**config.mk**
```make
export PLATFORM = sky130hd
export DESIGN_NAME = pipe_stage_elastic
export DESIGN_NICKNAME = d
export VERILOG_FILES = /design/src/rtl/pipe_pkg.sv /design/src/rtl/pipe_stage_slot.sv /design/src/rtl/pipe_stage_elastic.sv
export SDC_FILE = /design/constraint.sdc
export NUM_CORES = 1
export LEC_CHECK = 0
export CAP_MARGIN = 10
export CORE_UTILIZATION = 40
export CTS_CLUSTER_DIAMETER = 40
export DETAILED_ROUTE_END_ITERATION = 8
export GPL_ROUTABILITY_DRIVEN = 0
export PLACE_DENSITY_LB_ADDON = 0.15
export SYNTH_ARGS = -nofsm -noshare
export SYNTH_HDL_FRONTEND = slang
export SYNTH_HIERARCHICAL = 1
export SYNTH_SLANG_ARGS = --single-unit
```
**constraint.sdc**
```tcl
create_clock -name Clk -period 2.11 [get_ports Clk]
set_input_delay 0.211 -clock Clk [delete_from_list [all_inputs] [get_ports Clk]]
set_output_delay 0.211 -clock Clk [all_outputs]
set_load 0.1 [all_outputs]
```
**src/rtl/pipe_pkg.sv**
```systemverilog
// Shared pipeline-stage types: the occupancy state encoding and its width.
// Used by every elastic stage instance and by the hazard unit.
package pipe_pkg;

  localparam int OCC_W = 2;

  typedef enum logic [1:0] {
    ST_EMPTY = 2'd0,
    ST_ONE   = 2'd1,
    ST_FULL  = 2'd2
  } pipeState_e;

  function automatic logic [OCC_W-1:0] occOf(input pipeState_e st);
    case (st)
      ST_EMPTY: occOf = 2'd0;
      ST_ONE:   occOf = 2'd1;
      ST_FULL:  occOf = 2'd2;
      default:  occOf = 2'd0;
    endcase
  endfunction

endpackage

```
**src/rtl/pipe_stage_slot.sv**
```systemverilog
// One stage entry: control + data register with load and bubble-clear.
// Clear only rewrites the control lane; the data lane keeps its value.
module pipe_stage_slot #(
  parameter int                DATA_W      = 64,
  parameter int                CTRL_W      = 16,
  parameter logic [CTRL_W-1:0] CTRL_BUBBLE = {CTRL_W{1'b0}}
) (
  input  logic              Clk,
  input  logic              Rst,
  input  logic              Load,
  input  logic              Clear,
  input  logic [CTRL_W-1:0] D_Ctrl,
  input  logic [DATA_W-1:0] D_Data,
  output logic [CTRL_W-1:0] Q_Ctrl,
  output logic [DATA_W-1:0] Q_Data
);

  logic [CTRL_W-1:0] ctrl_r;
  logic [DATA_W-1:0] data_r;

  // Slot register; clear wins over load.
  always_ff @(posedge Clk or negedge Rst) begin
    if (!Rst) begin
      ctrl_r <= CTRL_BUBBLE;
      data_r <= {DATA_W{1'b0}};
    end else if (Clear) begin
      ctrl_r <= CTRL_BUBBLE;
    end else if (Load) begin
      ctrl_r <= D_Ctrl;
      data_r <= D_Data;
    end
  end

  assign Q_Ctrl = ctrl_r;
  assign Q_Data = data_r;

endmodule

```
**src/rtl/pipe_stage_elastic.sv**
```systemverilog
// Elastic pipeline-stage register: valid/ready handshake, 2-entry skid, flush-to-bubble.
// Define PIPE_STAGE_PERF_EN to add the saturating Stall_Cnt / Flush_Cnt outputs.
module pipe_stage_elastic
  import pipe_pkg::*;
#(
  parameter int                DATA_W      = 64,
  parameter int                CTRL_W      = 16,
  parameter logic [CTRL_W-1:0] CTRL_BUBBLE = {CTRL_W{1'b0}},
  parameter int                CNT_W       = 16
) (
  input  logic              Clk,
  input  logic              Rst,
  input  logic              Flush,
  input  logic              In_Valid,
  output logic              In_Ready,
  input  logic [CTRL_W-1:0] In_Ctrl,
  input  logic [DATA_W-1:0] In_Data,
  output logic              Out_Valid,
  input  logic              Out_Ready,
  output logic [CTRL_W-1:0] Out_Ctrl,
  output logic [DATA_W-1:0] Out_Data,
  output logic [OCC_W-1:0]  Occupancy
`ifdef PIPE_STAGE_PERF_EN
  ,
  output logic [CNT_W-1:0]  Stall_Cnt,
  output logic [CNT_W-1:0]  Flush_Cnt
`endif
);

  pipeState_e        state_r, nextState_s;
  logic              inReady_r, outValid_r;
  logic              inFire_s, outFire_s;
  logic              mainLoad_s, mainFromSkid_s, mainClear_s, skidLoad_s;
  logic [CTRL_W-1:0] mainCtrlD_s, skidCtrl_s;
  logic [DATA_W-1:0] mainDataD_s, skidData_s;

  assign inFire_s  = In_Valid & inReady_r;
  assign outFire_s = outValid_r & Out_Ready;

  // Next-state and slot-load decode.
  always_comb begin
    nextState_s    = state_r;
    mainLoad_s     = 1'b0;
    mainFromSkid_s = 1'b0;
    skidLoad_s     = 1'b0;
    if (Flush) begin
      nextState_s = ST_EMPTY;
    end else begin
      case (state_r)
        ST_EMPTY: begin
          if (inFire_s) begin
            nextState_s = ST_ONE;
            mainLoad_s  = 1'b1;
          end else begin
            nextState_s = ST_EMPTY;
          end
        end
        ST_ONE: begin
          if (inFire_s && outFire_s) begin
            mainLoad_s = 1'b1;
          end else if (outFire_s) begin
            nextState_s = ST_EMPTY;
          end else if (inFire_s) begin
            nextState_s = ST_FULL;
            skidLoad_s  = 1'b1;
          end else begin
            nextState_s = ST_ONE;
          end
        end
        ST_FULL: begin
          if (outFire_s) begin
            nextState_s    = ST_ONE;
            mainLoad_s     = 1'b1;
            mainFromSkid_s = 1'b1;
          end else begin
            nextState_s = ST_FULL;
          end
        end
        default: nextState_s = ST_EMPTY;
      endcase
    end
    // Going empty rewrites main ctrl to the bubble so Out_Ctrl needs no gating.
    mainClear_s = Flush | (nextState_s == ST_EMPTY);
  end

  // Main-slot source select: skid on drain from FULL, otherwise upstream.
  always_comb begin
    if (mainFromSkid_s) begin
      mainCtrlD_s = skidCtrl_s;
      mainDataD_s = skidData_s;
    end else begin
      mainCtrlD_s = In_Ctrl;
      mainDataD_s = In_Data;
    end
  end

  // State plus registered handshake outputs, all decoded from the next state.
  always_ff @(posedge Clk or negedge Rst) begin
    if (!Rst) begin
      state_r    <= ST_EMPTY;
      inReady_r  <= 1'b0;
      outValid_r <= 1'b0;
    end else begin
      state_r    <= nextState_s;
      inReady_r  <= (nextState_s != ST_FULL);
      outValid_r <= (nextState_s != ST_EMPTY);
    end
  end

  pipe_stage_slot #(.DATA_W(DATA_W), .CTRL_W(CTRL_W), .CTRL_BUBBLE(CTRL_BUBBLE)) uMain (
    .Clk(Clk), .Rst(Rst), .Load(mainLoad_s), .Clear(mainClear_s),
    .D_Ctrl(mainCtrlD_s), .D_Data(mainDataD_s), .Q_Ctrl(Out_Ctrl), .Q_Data(Out_Data)
  );

  pipe_stage_slot #(.DATA_W(DATA_W), .CTRL_W(CTRL_W), .CTRL_BUBBLE(CTRL_BUBBLE)) uSkid (
    .Clk(Clk), .Rst(Rst), .Load(skidLoad_s), .Clear(Flush),
    .D_Ctrl(In_Ctrl), .D_Data(In_Data), .Q_Ctrl(skidCtrl_s), .Q_Data(skidData_s)
  );

  assign In_Ready  = inReady_r;
  assign Out_Valid = outValid_r;
  assign Occupancy = occOf(state_r);

`ifdef PIPE_STAGE_PERF_EN
  logic [CNT_W-1:0] stallCnt_r, flushCnt_r;

  // Saturating stall and flush event counters.
  always_ff @(posedge Clk or negedge Rst) begin
    if (!Rst) begin
      stallCnt_r <= {CNT_W{1'b0}};
      flushCnt_r <= {CNT_W{1'b0}};
    end else begin
      if (In_Valid && !inReady_r && (stallCnt_r != {CNT_W{1'b1}})) begin
        stallCnt_r <= stallCnt_r + CNT_W'(1);
      end else begin
        stallCnt_r <= stallCnt_r;
      end
      if (Flush && (flushCnt_r != {CNT_W{1'b1}})) begin
        flushCnt_r <= flushCnt_r + CNT_W'(1);
      end else begin
        flushCnt_r <= flushCnt_r;
      end
    end
  end

  assign Stall_Cnt = stallCnt_r;
  assign Flush_Cnt = flushCnt_r;
`endif

endmodule

```
==> flow_metrics.py <==
metrics = {
    "synth": {
        "synth_top_area_cell": "dfrtp_1",
        "netlist_area_sq_um": 8300,
        "ys_seq_area_share_pct": 49.5,
        "syn_area_per_cell_sq_um": 17.1,
        "syn-num-nets": 571,
        "synth_edf_count": 0,
        "netlist.area_leader.share_pct": 49.5,
        "synth-seq-cells": 164,
        "yosysWarnings": 6,
        "synth_flop_cell": "dfrtp_1",
        "yosys-top-cells-count": "mux2_4, dfrtp_1, mux2i_1, nor2_1, buf_12",
        "yosysMostFrequentCell": "mux2_4",
        "yosys.cell_types.count": 25,
        "netlist_instances": 486,
        "synthTopCellsByArea": "dfrtp_1, mux2_4, buf_12",
        "synthArstFlopShare_pct": 100,
    },
    "floorplan": {
        "num_rows": 52,
        "die_w_um": 146,
        "pin_count": 169,
        "die_area_sq_um": 21300,
        "die_height_um": 146,
        "start_util_pct": 40.9,
        "core_sq_um": 20300,
    },
    "detailed_routing": {
        "drt-vias-per-instance": 4.76,
        "drt_iter0_drc": 109,
        "wl_per_cell_um": 17.8,
        "ant_nets": 0,
        "vias": 4565,
        "routed_wl_um": 17100,
        "first_pass_iters": 4,
        "remaining_drc_errors": 0,
    },
    "clock_network": {
        "cts_made_buffers": 17,
        "clk_latency_ns": 0.42,
        "cts-root-buf": "clkbuf_16",
        "cts_buffer_depth": 2,
        "clk_pin_slew_worst_paths_ns": 0.07,
        "cts_htree_levels": 4,
        "cts_tree": "built",
        "clkSinkCount": 164,
    },
    "finish": {
        "post_route_cells_drive_above_1_share_pct": 53.3,
        "fillers": 1734,
        "n_antenna_cell": 0,
        "final_area_sq_um": 10700,
        "area_growth_pct": 29.3,
        "nets": 763,
    },
    "sta": {
        "tightestPinTransition_ns": 0.523,
        "max_slew_margin_pct": 65.1,
        "hold_violations": 0,
        "fin_skew_ns": 0.00919,
        "max_freq_mhz": 494,
        "fin_crit_ns": 2.02,
        "setup_violations": 0,
        "final_max_slew_viol_count": 0,
        "fin_crit_sh_pct": 95.9,
    },
    "setup_path": {
        "critPathBufInv": 2,
        "cpMaxStageDelayCell": "dfrtp_1",
        "crit_type": "flip-flop to flip-flop",
        "crit_path_frequent_cell": "buf_12",
        "path_max_fanout": 16,
        "cp.required_ns": 2.41,
        "cp-end-kind": "flip-flop",
        "worstPathCellList": "a21boi_1, nor4b_2, or2_2, nor2b_4, buf_12, buf_12, mux2_4",
        "start_kind": "flip-flop",
        "cpPeakStageDelay_ns": 0.44,
        "worstPathArrival_ns": 2.33,
        "crit_family": "simple AND/OR/NAND/NOR gates",
    },
    "power": {
        "peakVddDrop_uv": 848,
        "p_per_area_nw_per_um2": 1390,
        "total_power_w": 0.0150,
        "p_leak_nw": 4.93,
    },
    "grt": {
        "grt_pass1_wl_um": 27800,
        "groute.usage.overall_pct": 16.8,
        "first_global_vias": 5051,
        "grt-ovfl-total": 0,
        "antenna_found_initial": 1,
        "grt_start_max_net_pins": 54,
    },
    "min_path": {
        "hp-class": "input pin to async pin",
    },
    "run_status": {
        "status": "completed",
    },
    "place": {
        "dpl_cell_area_sq_um": 10100,
        "post-dp-hpwl_um": 11500,
        "portBuffers": 168,
    },
    "flow_run": {
        "cap_viol_max_count": 0,
    },
}
-- where the power goes --
part | internal, W | switching, W | total [W]
logic | 0.00222 | 0.00469 | 0.00690
registers | 0.00413 | 0.000625 | 0.00476
clock network | 0.00202 | 0.00129 | 0.00330
-- metal layers --
| metal | up-vias | wire length (um) | GRT usage (%) |
|---|---|---|---|
| met3 | 17 | 883 | 5.28 |
| met1 | 2336 | 7970 | 22.3 |
| met4 | 0 | 201 | 4.48 |
| li1 | 2094 | - | - |
| met2 | 118 | 8000 | 26.6 |
| met5 | - | 0 | 0 |
-- state kept, by name, summed over array words and instances, names as in the netlist --
| signal | cells |
|---|---|
| uMain/Q_Data | 64 |
| uSkid/Q_Data | 64 |
| uMain/Q_Ctrl | 16 |
| uSkid/Q_Ctrl | 16 |
| state_r | 2 |
| In_Ready | 1 |
| Out_Valid | 1 |
-- through the flow --
step	cells	TNS, ns	utilization (%)	setup WS (ns)	hold WS, ns
3_3_place_gp	928	-18.60	49.7	-0.210	0.205
5_1_grt	960	-0.0382	52.8	-0.00972	0.345
6_report	960	0	52.8	0.0874	0.315
4_1_cts	960	0	52.8	0.0123	0.327
2_1_floorplan	486	-40.99	-	-0.586	-0.0846
3_5_place_dp	928	-19.70	49.7	-0.216	0.208
-- cell families after synthesis --
logic type	after synthesis	synth area share (%)
buf+inv	32	6.26
simple gates	44	2.73
compound gates	6	0.513
flops	164	49.5
mux	240	41.0
-- worst reg2reg max path: stages, from the launching register on --
cell and delay [ns]:
dfrtp_1 0.44, a21boi_1 0.18, nor4b_2 0.28, or2_2 0.18
nor2b_4 0.15, buf_12 0.16, buf_12 0.19, mux2_4 0.32
-- layout by cell type (no fill, tap or decap), types with 2 or more instances in the layout --
master / instances
clkbuf_16: 17
clkbuf_1: 2
mux2i_1: 32
dfrtp_2: 2
mux2_4: 198
dfrtp_1: 162
mux2_2: 10
and2_1: 2
nor2b_4: 3
a21oi_1: 2
clkdlybuf4s50_1: 83
nor2_1: 32
bufinv_16: 4
buf_4: 101
clkinvlp_4: 4
buf_12: 18
-- cell type report --
class / instances / area [sq um] / share of cell area, %
clock buffers: 20 / 447 / 4.16
clock inverters: 11 / 175 / 1.63
inverters: 1 / 3.75 / 0.0350
multi-input cells: 290 / 3690 / 34.4
flip-flops and latches: 164 / 4110 / 38.3
well taps: 270 / 338 / 3.15
repair buffers: 204 / 1970 / 18.4
-- what timing repair did --
action                                  in CTS  in global routing
resized for setup                            0                  2
hold buffers                                 1                  0
setup buffers                                0                  0
endpoints found under the setup margin       0                 61
endpoints found under the hold margin       50                  0
-- path summary, 6_finish.rpt --
check	start	end	slack, ns	cells after the start
min reg2reg	uSkid/Q_Data[1]	uSkid/Q_Data[1]	0.51	1
max reg2reg	state_r[0]	uMain/Q_Data[28]	0.09	7
min in group Clk	In_Data[52]	uSkid/Q_Data[52]	0.43	2
max	state_r[0]	uMain/Q_Data[28]	0.09	7
min	Rst	uSkid/Q_Data[27]	0.32	2
max in group asynchronous	Rst	uMain/Q_Data[48]	1.04	3
(Power assumes the default switching activity.)
